--- src/rtl/apple2_pkg.sv ---
// rtl/apple2_pkg.sv - shared types and helpers for the NIB track sequencer
package apple2_pkg;

  typedef enum logic [1:0] {
    IDLE  = 2'd0,
    WRITE = 2'd1,
    READ  = 2'd2
  } state_t;

  localparam int NIB_SECS = 13;

  // 13*t as shifts and adds so no multiplier is inferred
  function automatic logic [31:0] lba_base(input logic [31:0] t);
    return (t << 3) + (t << 2) + t;
  endfunction

endpackage

--- src/rtl/nib_track_sync_if.sv ---
// rtl/nib_track_sync_if.sv - SD block request/ack bundle between sequencer and hps_io
interface nib_track_sync_if;

  logic [31:0] sd_lba;
  logic        sd_rd;
  logic        sd_wr;
  logic        sd_ack;

  modport master (
    output sd_lba,
    output sd_rd,
    output sd_wr,
    input  sd_ack
  );

  modport slave (
    input  sd_lba,
    input  sd_rd,
    input  sd_wr,
    output sd_ack
  );

endinterface

--- src/rtl/sd_edge.sv ---
// rtl/sd_edge.sv - registers sd_ack and reports its rising and falling edges
module sd_edge (
  input  logic clk_sys,
  input  logic reset,
  input  logic sd_ack,
  output logic ack_rise,
  output logic ack_fall
);

  logic old_ack;

  always_ff @(posedge clk_sys or posedge reset) begin
    if (reset) begin
      old_ack <= 1'b0;
    end else begin
      old_ack <= sd_ack;
    end
  end

  assign ack_rise = ~old_ack & sd_ack;
  assign ack_fall = old_ack & ~sd_ack;

endmodule

--- src/rtl/nib_track_sync.sv ---
// rtl/nib_track_sync.sv - writes back a dirty resident NIB track and loads the new
// head track over the SD block interface, stalling the CPU meanwhile
module nib_track_sync
  import apple2_pkg::*;
#(
  parameter int SECS  = NIB_SECS,
  parameter int TRK_W = 6,
  parameter int SEC_W = 4
) (
  input  logic                 clk_sys,
  input  logic                 reset,
  input  logic [TRK_W-1:0]     track,
  input  logic                 track_dirty,
  output logic                 dirty_clr,
  input  logic                 img_mounted,
  input  logic                 img_present,
  nib_track_sync_if.master     sd,
  output logic [SEC_W-1:0]     track_sec,
  output logic                 cpu_wait,
  output logic                 busy,
  output logic                 res_valid,
  output logic [TRK_W-1:0]     res_track
);

  state_t             state;
  logic               remount_pend;
  logic [TRK_W-1:0]   target;
  logic [31:0]        lba;
  logic               rd;
  logic               wr;
  logic               ack_rise;
  logic               ack_fall;
  logic               last_sec;
  logic               idle_start;
  logic               idle_wr;
  logic [TRK_W-1:0]   idle_tgt;

  sd_edge u_sd_edge (
    .clk_sys  (clk_sys),
    .reset    (reset),
    .sd_ack   (sd.sd_ack),
    .ack_rise (ack_rise),
    .ack_fall (ack_fall)
  );

  assign sd.sd_lba = lba;
  assign sd.sd_rd  = rd;
  assign sd.sd_wr  = wr;
  assign busy      = (state != IDLE);
  assign last_sec  = (track_sec == SEC_W'(SECS - 1));

  // A pending remount suppresses write-back: the dirty data belongs to the old image
  always_comb begin
    idle_start = 1'b0;
    idle_wr    = 1'b0;
    idle_tgt   = track;
    if (remount_pend || !res_valid || (track != res_track)) begin
      idle_start = img_present;
    end
    if (!remount_pend && res_valid && (track != res_track) && track_dirty) begin
      idle_wr  = 1'b1;
      idle_tgt = res_track;
    end
  end

  always_ff @(posedge clk_sys or posedge reset) begin
    if (reset) begin
      state        <= IDLE;
      remount_pend <= 1'b0;
      target       <= '0;
      lba          <= '0;
      rd           <= 1'b0;
      wr           <= 1'b0;
      track_sec    <= '0;
      cpu_wait     <= 1'b0;
      dirty_clr    <= 1'b0;
      res_valid    <= 1'b0;
      res_track    <= '0;
    end else begin
      dirty_clr <= 1'b0;
      case (state)
        IDLE: begin
          if (remount_pend) begin
            remount_pend <= 1'b0;
            res_valid    <= 1'b0;
          end else if (!img_present) begin
            res_valid <= 1'b0;
          end
          if (idle_start) begin
            state     <= idle_wr ? WRITE : READ;
            target    <= idle_tgt;
            track_sec <= '0;
            lba       <= lba_base(32'(idle_tgt));
            rd        <= ~idle_wr;
            wr        <= idle_wr;
            cpu_wait  <= 1'b1;
          end
        end

        WRITE, READ: begin
          if (ack_rise) begin
            lba <= lba + 32'd1;
            if (last_sec) begin
              rd <= 1'b0;
              wr <= 1'b0;
            end
          end
          if (ack_fall) begin
            track_sec <= last_sec ? '0 : track_sec + SEC_W'(1);
            // Request already dropped on the last rise, so this fall ends the transfer
            if (!rd && !wr) begin
              if (state == WRITE) begin
                dirty_clr <= 1'b1;
                state     <= READ;
                target    <= track;
                track_sec <= '0;
                lba       <= lba_base(32'(track));
                rd        <= 1'b1;
              end else begin
                res_track <= target;
                res_valid <= 1'b1;
                cpu_wait  <= 1'b0;
                state     <= IDLE;
              end
            end
          end
        end

        default: begin
          state <= IDLE;
        end
      endcase

      if (img_mounted) begin
        remount_pend <= 1'b1;
      end
    end
  end

endmodule

--- src/flat_wrapper.sv ---
// flat-port wrapper written by rule: the top's interface ports become plain ports
module nib_track_sync_flat import apple2_pkg::*;
#(
  parameter int SECS  = NIB_SECS,
  parameter int TRK_W = 6,
  parameter int SEC_W = 4
)
  (clk_sys, reset, track, track_dirty, dirty_clr, img_mounted, img_present, track_sec, cpu_wait, busy, res_valid, res_track, sd_sd_lba, sd_sd_rd, sd_sd_wr, sd_sd_ack);
  nib_track_sync_if sd_i ();
  input  logic clk_sys;
  input  logic reset;
  input  logic [TRK_W-1:0] track;
  input  logic track_dirty;
  output logic dirty_clr;
  input  logic img_mounted;
  input  logic img_present;
  output logic [SEC_W-1:0] track_sec;
  output logic cpu_wait;
  output logic busy;
  output logic res_valid;
  output logic [TRK_W-1:0] res_track;
  output wire logic [$bits(sd_i.sd_lba)-1:0] sd_sd_lba;
  output wire logic [$bits(sd_i.sd_rd)-1:0] sd_sd_rd;
  output wire logic [$bits(sd_i.sd_wr)-1:0] sd_sd_wr;
  input wire logic [$bits(sd_i.sd_ack)-1:0] sd_sd_ack;
  assign sd_sd_lba = sd_i.sd_lba;
  assign sd_sd_rd = sd_i.sd_rd;
  assign sd_sd_wr = sd_i.sd_wr;
  assign sd_i.sd_ack = sd_sd_ack;
  nib_track_sync #(.SECS(SECS), .TRK_W(TRK_W), .SEC_W(SEC_W)) u_core (.clk_sys(clk_sys), .reset(reset), .track(track), .track_dirty(track_dirty), .dirty_clr(dirty_clr), .img_mounted(img_mounted), .img_present(img_present), .sd(sd_i), .track_sec(track_sec), .cpu_wait(cpu_wait), .busy(busy), .res_valid(res_valid), .res_track(res_track));
endmodule
--- config.mk ---
export PLATFORM = sky130hd
export DESIGN_NAME = nib_track_sync_flat
export DESIGN_NICKNAME = d
export VERILOG_FILES = /design/src/rtl/apple2_pkg.sv /design/src/rtl/nib_track_sync_if.sv /design/src/rtl/sd_edge.sv /design/src/rtl/nib_track_sync.sv /design/src/flat_wrapper.sv
export SDC_FILE = /design/constraint.sdc
export NUM_CORES = 1
export LEC_CHECK = 0
export ABC_AREA = 1
export BUFFER_PORTS_ARGS = -buffer_cell sky130_fd_sc_hd__buf_2
export CAP_MARGIN = 10
export CORE_MARGIN = 8
export CORE_UTILIZATION = 63
export CTS_BUF_LIST = sky130_fd_sc_hd__clkbuf_16
export DETAILED_ROUTE_END_ITERATION = 12
export MAX_ROUTING_LAYER = met4
export PLACE_DENSITY_LB_ADDON = 0.08
export RECOVER_POWER = 25
export SYNTH_ARGS = -nofsm -noshare
export SYNTH_HDL_FRONTEND = slang
export SYNTH_SLANG_ARGS = --single-unit
--- constraint.sdc ---
create_clock -name clk_sys -period 9.3 [get_ports clk_sys]
set_clock_uncertainty 0.15 [all_clocks]
set_input_delay 0.465 -clock clk_sys [delete_from_list [all_inputs] [get_ports clk_sys]]
set_output_delay 0.465 -clock clk_sys [all_outputs]
set_load 0.02 [all_outputs]
==> summary by stage <==
Clocking
The count of buffers added by post-CTS timing repair for setup is 0. At the later pin of the worst-skew pair, clock insertion delay measures 330 ps. TritonCTS created 9 clock buffers. The clock slew seen by the registers of the worst setup and hold paths is 50 ps. The clock net in this run drives a total of 57 sinks.

The CTS tree is yes. The number of levels in the clock H-tree is 3. After clock tree synthesis, the repair step resized 0 gates. The maximum clock insertion buffer count is 2.

The cell sitting at the root of the clock tree is a sky130_fd_sc_hd__clkbuf_16.

STA
Setup repair after global routing left no endpoint under its margin. Hold is met by 157.9 ps. The count of endpoints failing hold in the final timing report is 0. The share of the clock period used by the worst path after layout is 42.24%.

The count of final max-slew check failures came to 0. The maximum operating frequency is 254.6 MHz. Measured against its own limit, the worst slew margin works out to 35.12%. For the final routed database, the setup TNS stands at 0 ps. Subtracting the final worst setup slack from the clock period gives 3928 ps. For the pin with the worst max-slew slack, the measured transition is 969.7 ps.

The number of setup violations in the final report is 0.

Detailed routing
The DRC violations left is 0. The detailed router finished its first iteration with 406 violations. The number of antenna-violating nets in the routed design is 0. After detailed routing, the number of vias per cell comes to 5.741. In the final routed layout, each cell accounts on average for 15.48 µm. For this run, the detailed router's first-pass iteration total came to 8. After detailed routing, the total wire length is 12,000 µm. The final route contains 4,449 vias.

Die
The floorplan has 30 rows. The floorplan die area is 0.009939 mm². The area inside the core boundary is 0.006794 mm².

Pin placement for this block handled 60 I/O pins. The starting density of the core is 64.95%. The horizontal die dimension is 99.70 µm. In this run the vertical extent of the chip is 99.70 µm.

Pwr
The worst supply voltage drop on vdd is 0.1644 mV. The leakage power summed over all cells is 2.356 nW. The total power is 0.001528 W. For this design the ratio of total power to cell area is 303.8 mW/mm².

Yosys
The proportion of netlist area held by the largest area contributor is 32.32%. The number of register bits inferred by synthesis is 57. In this run, distinct cell masters in the synthesized netlist total 45. The proportion of synthesized flip-flops having asynchronous set or reset is 100.0%.

During synthesis, Yosys emitted a total of 0 warnings. Yosys attributes the largest share of cell area to sky130_fd_sc_hd__dfrtp_1, sky130_fd_sc_hd__nand2_1, sky130_fd_sc_hd__ha_1. The synthesized area is 0.004413 mm².

The register area share after synthesis is 32.32%. The biggest area contributor in the post-synthesis netlist is sky130_fd_sc_hd__dfrtp_1. After synthesis, the mean cell area works out to 7.223 µm². The net count after synthesis is 655. The number of synthesized flops with an enable pin is 0.

The predominant post-synthesis flop cell is sky130_fd_sc_hd__dfrtp_1. Synthesis produced a netlist whose cell count is 611.

Place
In this run the tool buffered the top-level ports with 59 buffer cells. The wire-length estimate of the detail-placed layout is 8919 µm. The congestion estimate from routability-driven global placement came to 0.9337.

Worst setup path
For the worst flop-to-flop path, the logic depth is 9. The critical path goes through inv_1, ha_1, inv_1, a21oi_4, inv_2, nor2_1, inv_1, o21ai_0, a21oi_1. The worst register-to-register path ends at u_core.sd.sd_lba[20].

The worst endpoint data arrival time is 3980 ps. For this design, the slowest cell found on the critical path is sky130_fd_sc_hd__nor2_1. The type of origin of the critical path is a flop.

The maximum fanout encountered on the critical timing path is 26. The setup path with the least slack is of type reg2reg. The cell repeated most along the worst path is sky130_fd_sc_hd__inv_1.

The startpoint identified for the worst register-to-register timing path is u_core.state[0]. The setup check on the worst reg-to-reg path leaves a slack of 5370 ps. On the worst path, the slowest cell contributes a delay of 810 ps. The worst setup path is captured at a flop. The data required time at the worst endpoint is 9360 ps.

Min path
The end point of the most critical hold path is u_core.u_sd_edge.old_ack. The cell depth of the worst min-delay path is 1. The startpoint of the lowest-slack hold path is sd_sd_ack. The min-delay analysis places its worst path in the category in2reg.

Global routing
The number of antenna violations at the first check in global routing is 0. After global routing the overflow that remains totals 0. The via count of the first global-routing pass came to 4,254.

The total routing usage reported by global routing is 25.58%. The first global-routing pass estimated 20,030 µm of wire. Entering global routing, the biggest net connects 47 pins.

Layout
The post-synthesis to final-layout area growth is 13.95%. The area of all sequential standard cells is 0.001426 mm². The multi-input combinational cells in the finished layout cover a total of 0.002569 mm². The post-route netlist has 13.99% of its cells at a drive strength greater than 1. For this run, the post-layout net count is 718. The final core area utilization is 74.01%. 0 antenna diodes ended up in the layout. The count of fill cells added during filler insertion is 555.

Status
The run finished with clean final reports.

Run
Across the run, the number of max-cap violations was 0.
## cell families (layout without fill, tap and decap cells)
family	Yosys count	in the layout	synth area share [%]
xor gates and xnor gates	15	15	2.977
adders and majority gates	32	32	9.583
and+or+nand+nor	280	280	29.91
AOI/OAI and AO/OA	120	120	15.74
buffers and inverters	107	175	9.470
DFF	57	57	32.32
## cell usage in the layout, fill, tap and decap left out, types with 7 or more instances in the layout
cell and instances:
sky130_fd_sc_hd__inv_2 12, sky130_fd_sc_hd__a21oi_1 34, sky130_fd_sc_hd__nor4_1 8, sky130_fd_sc_hd__o21ai_0 48
sky130_fd_sc_hd__o211ai_1 7, sky130_fd_sc_hd__nand2_1 118, sky130_fd_sc_hd__clkbuf_1 28, sky130_fd_sc_hd__nor2_1 55
sky130_fd_sc_hd__ha_1 29, sky130_fd_sc_hd__nor3_1 15, sky130_fd_sc_hd__nand3_1 38, sky130_fd_sc_hd__inv_1 86
sky130_fd_sc_hd__buf_2 31, sky130_fd_sc_hd__clkbuf_16 9, sky130_fd_sc_hd__nand4_1 9, sky130_fd_sc_hd__dfrtp_1 57
sky130_fd_sc_hd__xor2_1 11, sky130_fd_sc_hd__nand2_2 13
## layout make-up
cell class / count / share of cell area [%]
multi-input combinational: 447 / 51.08
sequential: 57 / 28.37
inverter: 97 / 7.241
timing repair buffer: 62 / 5.673
clock buffer: 9 / 4.479
tap: 96 / 2.389
clock inverter: 7 / 0.7713
## synthesized netlist by cell type, types with 4 or more instances
cell	number
sky130_fd_sc_hd__nor3b_1	4
sky130_fd_sc_hd__nor2_1	55
sky130_fd_sc_hd__nand3_1	38
sky130_fd_sc_hd__a21oi_1	34
sky130_fd_sc_hd__o21ai_0	48
sky130_fd_sc_hd__dfrtp_1	57
sky130_fd_sc_hd__xor2_1	11
sky130_fd_sc_hd__a31oi_1	4
sky130_fd_sc_hd__nand2_2	13
sky130_fd_sc_hd__o22ai_1	4
sky130_fd_sc_hd__nor2_2	4
sky130_fd_sc_hd__inv_2	12
sky130_fd_sc_hd__nand2_1	118
sky130_fd_sc_hd__xnor2_1	4
sky130_fd_sc_hd__o211ai_1	7
sky130_fd_sc_hd__nand4_1	9
sky130_fd_sc_hd__nor4_1	8
sky130_fd_sc_hd__ha_1	29
sky130_fd_sc_hd__clkbuf_1	5
sky130_fd_sc_hd__nor3_2	4
sky130_fd_sc_hd__inv_1	85
sky130_fd_sc_hd__nor3_1	15
## flip-flops by register name, summed over array words and instances, names as in the netlist
register                  count
u_core.remount_pend           1
u_core.cpu_wait               1
u_core.dirty_clr              1
u_core.res_valid              1
u_core.sd.sd_wr               1
u_core.res_track              6
u_core.target                 6
u_core.track_sec              4
u_core.state                  2
u_core.sd.sd_rd               1
u_core.sd.sd_lba             32
u_core.u_sd_edge.old_ack      1
## stage by stage
step	area (µm²)	setup WS, ps	instances
5_1_grt	5029	5111	775
2_1_floorplan	4413	5934	611
4_1_cts	5064	5471	775
3_3_place_gp	4790	5566	758
6_report	5029	5372	775
3_5_place_dp	4790	5453	758
## critical path, delay by kind of cell, from the launching register on
family | cells | cell delay, ps
fa+ha+maj | 1 | 590
compound gates | 3 | 880
buf+inv | 4 | 990
flops | 1 | 380
simple gates | 1 | 810
## worst max path at each step
stage | start | endpoint | slack, ps | depth (start not counted)
floorplan | u_core.res_track[2] | u_core.sd.sd_lba[9] | 5930 | 22
global placement | track[3] | u_core.sd.sd_lba[9] | 5570 | 23
detailed placement | u_core.state[0] | u_core.sd.sd_lba[25] | 5450 | 9
CTS | u_core.state[0] | u_core.sd.sd_lba[20] | 5470 | 9
global route | u_core.state[0] | u_core.sd.sd_lba[25] | 5110 | 9
finish | u_core.state[0] | u_core.sd.sd_lba[20] | 5370 | 9
## what timing repair did
action,CTS,global route
hold endpoints to repair,11,0
setup endpoints to repair,0,0
hold buffers,1,0
## per-layer routing
metal	up-vias	global-route usage, %	part of all wire [%]
li1	2153	-	-
met1	2071	33.40	45
met2	197	39.10	46
met3	28	4.260	7.4
met4	0	9.080	2.2
met5	-	-	0
## report_power, final
part	switching, W	total [W]	leakage [nW]	internal [W]
logic	0.000589	0.000844	1.48	0.000255
registers	0.0000674	0.000387	0.741	0.000320
clock network	0.000120	0.000296	0.134	0.000177
(Power assumes the default switching activity.)
